[config.mk]
export PLATFORM = sky130hd
export DESIGN_NAME = imem_prefetch
export DESIGN_NICKNAME = d
export VERILOG_FILES = /design/src/rtl/imem_pkg.sv /design/src/rtl/fetch_fifo.sv /design/src/rtl/imem_prefetch.sv
export SDC_FILE = /design/constraint.sdc
export NUM_CORES = 2
export LEC_CHECK = 0
export ABC_AREA = 1
export BUFFER_PORTS_ARGS = -buffer_cell sky130_fd_sc_hd__buf_2
export CORE_MARGIN = 2
export CORE_UTILIZATION = 45
export CTS_BUF_LIST = sky130_fd_sc_hd__clkbuf_4
export DETAILED_ROUTE_END_ITERATION = 8
export GPL_ROUTABILITY_DRIVEN = 0
export SYNTH_ARGS = -nofsm -noshare
export SYNTH_HDL_FRONTEND = slang
export SYNTH_SLANG_ARGS = --single-unit
export TNS_END_PERCENT = 10
[constraint.sdc]
create_clock -name clk -period 10.2 [get_ports clk]
set_input_delay 2.04 -clock clk [delete_from_list [all_inputs] [get_ports clk]]
set_output_delay 2.04 -clock clk [all_outputs]
set_load 0.02 [all_outputs]
[src/rtl/imem_pkg.sv]
// Shared defaults and constants for the instruction-memory prefetcher.
package imem_pkg;

    localparam int unsigned DefDataW     = 32;
    localparam int unsigned DefDepth     = 64;
    localparam int unsigned DefFifoDepth = 4;
    localparam logic [31:0] DefResetPc   = 32'h0;

    // Instruction substituted for fetches outside the memory.
    localparam logic [31:0] NopInstr = 32'h0;

    // Byte address forced to word alignment.
    function automatic logic [31:0] align_pc(input logic [31:0] pc);
        return pc & 32'hFFFF_FFFC;
    endfunction

endpackage

[src/rtl/fetch_fifo.sv]
// Synchronous prefetch queue with occupancy count and single-cycle flush.
// Push into a full queue is never requested by the fetch logic.
module fetch_fifo #(
    parameter int unsigned WIDTH = 65,
    parameter int unsigned DEPTH = 4,
    localparam int unsigned PtrW = $clog2(DEPTH),
    localparam int unsigned CntW = PtrW + 1
) (
    input  logic             clk_i,
    input  logic             rst_i,
    input  logic             flush_i,
    input  logic             push_i,
    input  logic [WIDTH-1:0] push_data_i,
    input  logic             pop_i,
    output logic [WIDTH-1:0] head_o,
    output logic [CntW-1:0]  count_o
);

    logic [WIDTH-1:0] store_q [DEPTH];
    logic [PtrW-1:0]  rd_ptr_q, rd_ptr_d;
    logic [PtrW-1:0]  wr_ptr_q, wr_ptr_d;
    logic [CntW-1:0]  count_q, count_d;
    logic             do_push;
    logic             do_pop;

    // Pointer and count next-state; flush wins over any same-cycle push/pop.
    always_comb begin
        do_push  = push_i && !flush_i;
        do_pop   = pop_i && (count_q != '0) && !flush_i;
        rd_ptr_d = rd_ptr_q;
        wr_ptr_d = wr_ptr_q;
        count_d  = count_q;
        if (flush_i) begin
            rd_ptr_d = '0;
            wr_ptr_d = '0;
            count_d  = '0;
        end else begin
            if (do_push) begin
                wr_ptr_d = wr_ptr_q + 1'b1;
            end
            if (do_pop) begin
                rd_ptr_d = rd_ptr_q + 1'b1;
            end
            count_d = count_q + CntW'(do_push) - CntW'(do_pop);
        end
    end

    // Pointer and count registers.
    always_ff @(posedge clk_i) begin
        if (rst_i) begin
            rd_ptr_q <= '0;
            wr_ptr_q <= '0;
            count_q  <= '0;
        end else begin
            rd_ptr_q <= rd_ptr_d;
            wr_ptr_q <= wr_ptr_d;
            count_q  <= count_d;
        end
    end

    // Entry storage; contents need no reset since count gates validity.
    always_ff @(posedge clk_i) begin
        if (do_push && !rst_i) begin
            store_q[wr_ptr_q] <= push_data_i;
        end
    end

    assign head_o  = store_q[rd_ptr_q];
    assign count_o = count_q;

endmodule

[src/rtl/imem_prefetch.sv]
// Instruction memory with a sequential prefetcher feeding a small queue.
// A read issued at one edge is pushed into the queue at the next edge.
module imem_prefetch
    import imem_pkg::*;
#(
    parameter int unsigned DATA_W     = DefDataW,
    parameter int unsigned DEPTH      = DefDepth,
    parameter int unsigned FIFO_DEPTH = DefFifoDepth,
    parameter logic [31:0] RESET_PC   = DefResetPc,
    localparam int unsigned AddrW     = $clog2(DEPTH),
    localparam int unsigned CntW      = $clog2(FIFO_DEPTH) + 1,
    localparam int unsigned EntryW    = DATA_W + 33
) (
    input  logic              clk,
    input  logic              reset,
    input  logic              fetch_en,
    input  logic              load_en,
    input  logic [AddrW-1:0]  load_addr,
    input  logic [DATA_W-1:0] load_data,
    input  logic              redirect,
    input  logic [31:0]       redirect_pc,
    output logic              out_valid,
    input  logic              out_ready,
    output logic [DATA_W-1:0] out_instr,
    output logic [31:0]       out_pc,
    output logic              out_err
);

    localparam logic [32:0] MemBytes = 33'(DEPTH) * 33'd4;

    logic [DATA_W-1:0] mem_q [DEPTH];
    logic [31:0]       pc_q, pc_d;
    logic              inflight_q;
    logic [DATA_W-1:0] rd_data_q;
    logic [31:0]       rd_pc_q;
    logic              rd_err_q;
    logic              issue;
    logic              issue_err;
    logic              push;
    logic [CntW-1:0]   fifo_count;
    logic [EntryW-1:0] head;

    // Issue decision and fetch PC next-state; a redirect overrides sequential advance.
    always_comb begin
        issue_err = {1'b0, pc_q} >= MemBytes;
        issue     = fetch_en && !redirect && !load_en
                    && ((32'(fifo_count) + 32'(inflight_q)) < FIFO_DEPTH);
        pc_d      = pc_q;
        if (redirect) begin
            pc_d = align_pc(redirect_pc);
        end else if (issue) begin
            pc_d = pc_q + 32'd4;
        end
    end

    // Fetch PC and inflight flag; reset drops any read in flight.
    always_ff @(posedge clk) begin
        if (reset) begin
            pc_q       <= RESET_PC;
            inflight_q <= 1'b0;
        end else begin
            pc_q       <= pc_d;
            inflight_q <= issue;
        end
    end

    // Program-load write port; nonblocking update gives read-first behaviour.
    always_ff @(posedge clk) begin
        if (load_en) begin
            mem_q[load_addr] <= load_data;
        end
    end

    // Synchronous read port; out-of-range fetches return a NOP tagged as error.
    always_ff @(posedge clk) begin
        if (issue) begin
            rd_data_q <= issue_err ? DATA_W'(NopInstr) : mem_q[pc_q[AddrW+1:2]];
            rd_pc_q   <= pc_q;
            rd_err_q  <= issue_err;
        end
    end

    // Inflight data is discarded when a redirect flushes the queue.
    assign push = inflight_q && !redirect;

    fetch_fifo #(
        .WIDTH (EntryW),
        .DEPTH (FIFO_DEPTH)
    ) u_fifo (
        .clk_i       (clk),
        .rst_i       (reset),
        .flush_i     (redirect),
        .push_i      (push),
        .push_data_i ({rd_data_q, rd_pc_q, rd_err_q}),
        .pop_i       (out_ready),
        .head_o      (head),
        .count_o     (fifo_count)
    );

    // Head fields are forced to zero while the queue is empty.
    always_comb begin
        out_valid = (fifo_count != '0);
        out_instr = '0;
        out_pc    = '0;
        out_err   = 1'b0;
        if (out_valid) begin
            {out_instr, out_pc, out_err} = head;
        end
    end

endmodule
---- Word level (Yosys, flattened, before mapping) ----
Memories as Yosys holds them, arrays and structs flattened. A register that Yosys moved wholly into a read port is not among the register bits.
Cells that the tools add are included.
cells by class
  mux-type cells .......................... 11
  magnitude comparators ................... 2
  reductions and logical operators ........ 14
  add/sub/neg operators ................... 6
operator list
  kind                                                        number
  2-to-1 mux 32 bit                                           4
  adder 32 x 3 -> 32 bit, second input constant               1
  >= comparator 32 x 9 -> 1 bit, second input constant        1
  logical AND 1 bit                                           8
  2-to-1 mux 1 bit                                            5
  adder 2 x 1 -> 2 bit, second input constant                 2
  adder 3 x 1 -> 4 bit                                        1
  less-than comparator 4 x 3 -> 1 bit, second input constant  1
  2-to-1 mux 2 bit                                            2
  adder 3 x 1 -> 3 bit                                        1
  logical NOT 1 bit                                           3
  nonzero test 3 bit                                          1
  subtractor 3 x 1 -> 3 bit                                   1
  nonzero test 2 bit                                          1
  OR reduction 2 bit                                          1
word-level totals
  input bits .............................. 76
  memories kept ........................... 2
  bits in registers ....................... 73
  RAM bits ................................ 2308
  logic and storage cells ................. 43
memories
  memory          words  width  read ports  clocked after memory_dff  wr ports  line                 source
  mem_q           64     32     1           1                         1         imem_prefetch.sv:31  logic [DATA_W-1:0] mem_q [DEPTH];
  u_fifo.store_q  4      65     1           1                         1         fetch_fifo.sv:19     logic [WIDTH-1:0] store_q [DEPTH];

---- Longest topological paths before layout ----
  depth in word-level cells ............... 6
  mapped depth ............................ 15
  mapped depth without buffers ............ 13

---- Hierarchy ----
From an unflattened synthesis, not the netlist that was laid out.
second synthesis, totals
  cells, all modules ...................... 9396
  area, all modules ....................... 102017.8 sq um
modules (own cells, without submodules)
  module         area an instance (sq um)  times used  seq. area each (sq um)  cells an instance
  imem_prefetch  91567.8                   1           64011.4                 8701
  fetch_fifo     10450.0                   1           7987.7                  695

---- Worst setup path after synthesis ----
Ideal clock, no wire load.
  path type ............................... input -> register
  start point ............................. input port load_addr[2]
  end point ............................... memory mem_q[36][0] in the netlist's numbering (enable)
  path buffers ............................ 1
  library setup time ...................... 502 ps
  data required time ...................... 9698 ps
  stages .................................. 3
  setup slack ............................. 4073 ps
  arrival ................................. 5625 ps
  cells stage by stage .................... clkbuf_1 > inv_1 > nor4_1
RTL lines
  element             line                 source
  start: declaration  imem_prefetch.sv:18  input logic [AddrW-1:0] load_addr,
  end: declaration    imem_prefetch.sv:31
Straight into the memory's write port.

==> results <==
- The flow ran to the end, and the final reports show no timing, DRC or antenna violations.
- The internal portion of the total power is 15,500 uW.
- The clock transition at the register clock pins on the worst setup and hold paths after CTS is 70 ps.
- The mapped netlist covers 99,900 um^2.
- The post-layout worst setup margin is 4180 ps.
- The post-place setup slack is 5390 ps.
- The number of design-rule violations left by the first detailed-router iteration is 7,095.
- The vias after detailed routing is 67,512.
- In this run, post-CTS repair resized a total of 0 instances.
- Counting cells, the worst reg-to-reg path comes to 11.
- The data arrival time of the worst path is 3980 ps.
- The maximum clock skew at final layout is 112 ps.
- The number of violations of the max-capacitance limit is 0.
- The hold buffer count at cts is 0.
- The final HPWL from detailed placement is 141 mm.
- The synthesized netlist devotes 4.12% of its cell area to compound gates.
- The min-delay analysis places its worst path in the category register to register.
- The number of enable flip-flop cells after synthesis is 2,363.
- The maximum fanout along the worst path is 103.
- The ratio of final minimum period to clock period is 59.0%.
- Per report_power, the sequential group accounts for 53.5% of the total.
- Of the total power, the clock network draws 39.5%.
- In this run the number of H-tree levels came out at 6.
- By count the netlist is led by nand2_1, edfxtp_1, nor2_1.
- The top-level I/O count is 142.
- On the worst path, the slowest cell contributes a delay of 740 ps.
- In this run the power spent charging and discharging nets is 4940 uW.
- The placeable core area is 220,000 um^2.
- In this run the horizontal extent of the chip is 475 um.
- The summed negative setup slack over all endpoints is 0 ps.
- In the final layout, the share of cells above drive strength 1 is 13.7%.
- Setup repair after global routing left no endpoint under its margin.
- The synthesized netlist contains 33 unique library cells.
- The fraction of the mapped netlist area in adder cells is 0.133%.
- The register bit total from synthesis is 2,403.
- The clock latency of the later-clocked register in the worst-skew pair is 1400 ps.
- At the worst endpoint, the required time is 8160 ps.
- The maximum ir drop on the vdd rail is 0.0000820 V.
- The worst-case hold path end point is u_fifo.store_q[1][8]$_DFFE_PP_.
- The areal power density over the cells is 183 nW/um^2.
- The register-to-register setup slack is 5240 ps.
- During synthesis, Yosys emitted a total of 0 warnings.
- At the pin with the least slew margin, the transition time is 1230 ps.
- Counting the buffers created by CTS gives 634.
- The maximum number of pins on one net before global-route repair is 182.
- The startpoint of the worst register-to-register path is pc_q[2]$_SDFFE_PP0P_.
- The worst slew slack as a fraction of its limit is 17.7%.
- The worst register-to-register path ends at rd_data_q[8]$_SDFFCE_PP0P_.
- The area share of and/or/nand/nor cells after synthesis is 18.3%.
- The number of nets in the layout is 9,679.
- The via count of the first global-routing pass is 64,325.
- The floorplan step set the die height to 475 um.
- The final design instance area without fill is 112,000 um^2.
- The clock tree from TritonCTS is yes.
- The post-synthesis xor/xnor area fraction is 0.149%.
- The worst hold path begins at rd_pc_q[7]$_DFFE_PP_.
- The synthesized area divided by synthesized cell count is 10.9 um^2.
- Once placement finished, the instance area stood at 104,000 um^2.
- In this run the core area contains 172 standard-cell rows.
- The leakage dissipation is 0.0435 uW.
- For this run, the total global-route usage over all layers was measured as 24.2%.
- Summed over all layers, the global routing overflow is 0.
- The total iterations of the first detailed-routing run is 7.
- Traced cell by cell, the critical path runs through inv_2, buf_4, o21ai_0, a21oi_1, buf_2.
- For this run, the share of the core covered by cells in the final layout is 50.7%.
- In the routed layout, each cell is associated on average with a via count of 5.20.
- The layout overhead on the synthesized area is 11.7%.
- The sequential share of the synthesized area is 71.8%.
- The remaining antenna violation count is 0.
- The buffer levels on the longest clock path is 4.
- The mean routed wirelength per cell is 21.3 um.
- The first global-routing pass estimated 404 mm of wire.
- The number of port buffers is 137.
- Synthesis produced 9,141 cells.
- Sorting the synthesized cells by area gives the leading types as edfxtp_1, nand2_1, nor2_1.
- The starting density of the core is 45.4%.
- The multiplexer area fraction after synthesis is 0%.
- The most repeated cell in the gate-level netlist after synthesis is nand2_1.
- The critical path is of the register to output pin type.
- STA classifies the critical path startpoint as a register.
- The highest clock frequency the design can meet is 166 MHz.
- Of all flip-flops after synthesis, the portion carrying an async set or reset was 0%.
- By area, the combinational part of the netlist is dominated by simple AND/OR/NAND/NOR gates.
- The top-area cell type share of the netlist area is 71.0%.
- Setup violations remaining at the end of the flow were counted as 0.
- The worst hold path was traced through 0 stages.
- The final layout contains routed wiring with a total length of 276 mm.
- The number of pins with negative max-slew slack in the final report was 0.
- Post-CTS timing repair inserted 0 buffers for setup.
- The cell chosen for the clock root is clkbuf_4.
- STA classifies the critical path endpoint as an output pin.
- Of the total power, the share spent switching nets is 24.2%.
- The slowest stage of the critical path is the buf_4 cell.
- Of the total power, combinational logic draws 7.0%.
- The prevailing post-synth register cell is edfxtp_1.
- After detailed routing, the number of remaining DRC violations is 0.
- The initial antenna violation count is 16.
- The clock period could shrink to 6020 ps.
- The synthesized design spends more area on one cell type than any other, namely edfxtp_1.
- The final hold violation count is 0.
- The die covers 226,000 um^2.
- Counting every sink on the clock net gives 2,403.
layout by cell type (no fill, tap or decap), types with 2 or more instances in the layout:
cell	synthesis	routed
bufinv_16	0	5
nor3_1	10	10
a21oi_1	173	173
inv_2	8	10
buf_4	24	159
ha_1	9	9
o21ai_1	35	35
inv_8	0	2
nor2_1	1162	1101
clkbuf_4	0	932
dfxtp_1	40	34
nor3_4	0	2
conb_1	1	2
nor4_2	0	8
nor2_2	4	4
o21ai_0	574	574
inv_4	0	2
xor2_1	15	15
nand4_1	17	17
clkinv_2	0	14
clkinvlp_4	0	2
nand3_1	778	778
or2_2	14	14
xnor2_1	2	2
o211ai_1	21	21
nand2_1	2578	2578
nor4_1	11	3
nor2_4	1	62
clkinv_1	1	100
dfxtp_2	0	2
diode_2	0	13
buf_2	233	137
edfxtp_1	2363	2363
inv_1	822	820
buf_12	0	9
dfxtp_4	0	4
a31oi_1	6	6
sequential cells by signal, indices dropped and copies added, names as in the netlist, named ones only:
| signal | count |
|---|---|
| u_fifo.store_q | 252 |
| u_fifo.wr_ptr_q | 2 |
| rd_data_q | 32 |
| u_fifo.rd_ptr_q | 2 |
| mem_q | 2048 |
| rd_err_q | 1 |
| inflight_q | 1 |
| pc_q | 30 |
| u_fifo.count_o | 3 |
| rd_pc_q | 30 |
per-stage QoR:
| stage | total power (uW) | hold WS, ps | std cells |
|---|---|---|---|
| after floorplan | 12000 | 409 | 9142 |
| after global placement | 12600 | 447 | 11915 |
| after detailed placement | 12600 | 481 | 11915 |
| after CTS | 20700 | 486 | 12972 |
| after global routing | 21300 | 491 | 12977 |
| final | 20500 | 484 | 12985 |
area by class of cell:
cell class                      count  area, um^2
Timing Repair Buffer              305        2060
Multi-Input combinational cell   5418       23200
Antenna cell                       13        32.5
Tap cell                         2958        3700
Clock inverter                    125         626
Sequential cell                  2403       71800
Inverter                          831        3140
Fill cell                       19383      109000
Clock buffer                      932        7000
power groups by stage:
stage          combinational (uW)  clock (uW)  sequential (uW)
6_report                     1430        8070            11000
5_1_grt                      1570        8780            10900
4_1_cts                      1430        8280            10900
3_5_place_dp                 1420           0            11200
3_3_place_gp                 1400           0            11200
2_1_floorplan                 836           0            11100
worst max path at each step:
stage	end	slack (ps)	cells past startpoint
after floorplan	mem_q[36][0]$_DFFE_PP_	4070	3
after global routing	out_instr[19]	3880	5
after CTS	out_instr[5]	4050	5
final	out_instr[10]	4180	5
after global placement	rd_data_q[8]$_SDFFCE_PP0P_	5410	11
after detailed placement	rd_data_q[8]$_SDFFCE_PP0P_	5390	11
critical path, delay by kind of cell, from the launching register on:
kind	cells	cell delay, ps
flops	1	560
compound gates	2	560
buf+inv	3	1390
cell families after synthesis:
kind of cell    Yosys count
simple gates           4579
flops                  2403
buf+inv                1321
compound gates          810
xor+xnor                 17
fa+ha+maj                10
other cells               1
per-layer routing:
metal | vias up | share of wire [%] | global-route usage, %
li1 | 31856 | - | -
met1 | 32338 | 42 | 33.4
met2 | 2844 | 45 | 37.4
met3 | 470 | 8.8 | 5.17
met4 | 4 | 3.4 | 9.93
met5 | - | 0.012 | 0
No activity file was read; power rests on OpenSTA's default activity.
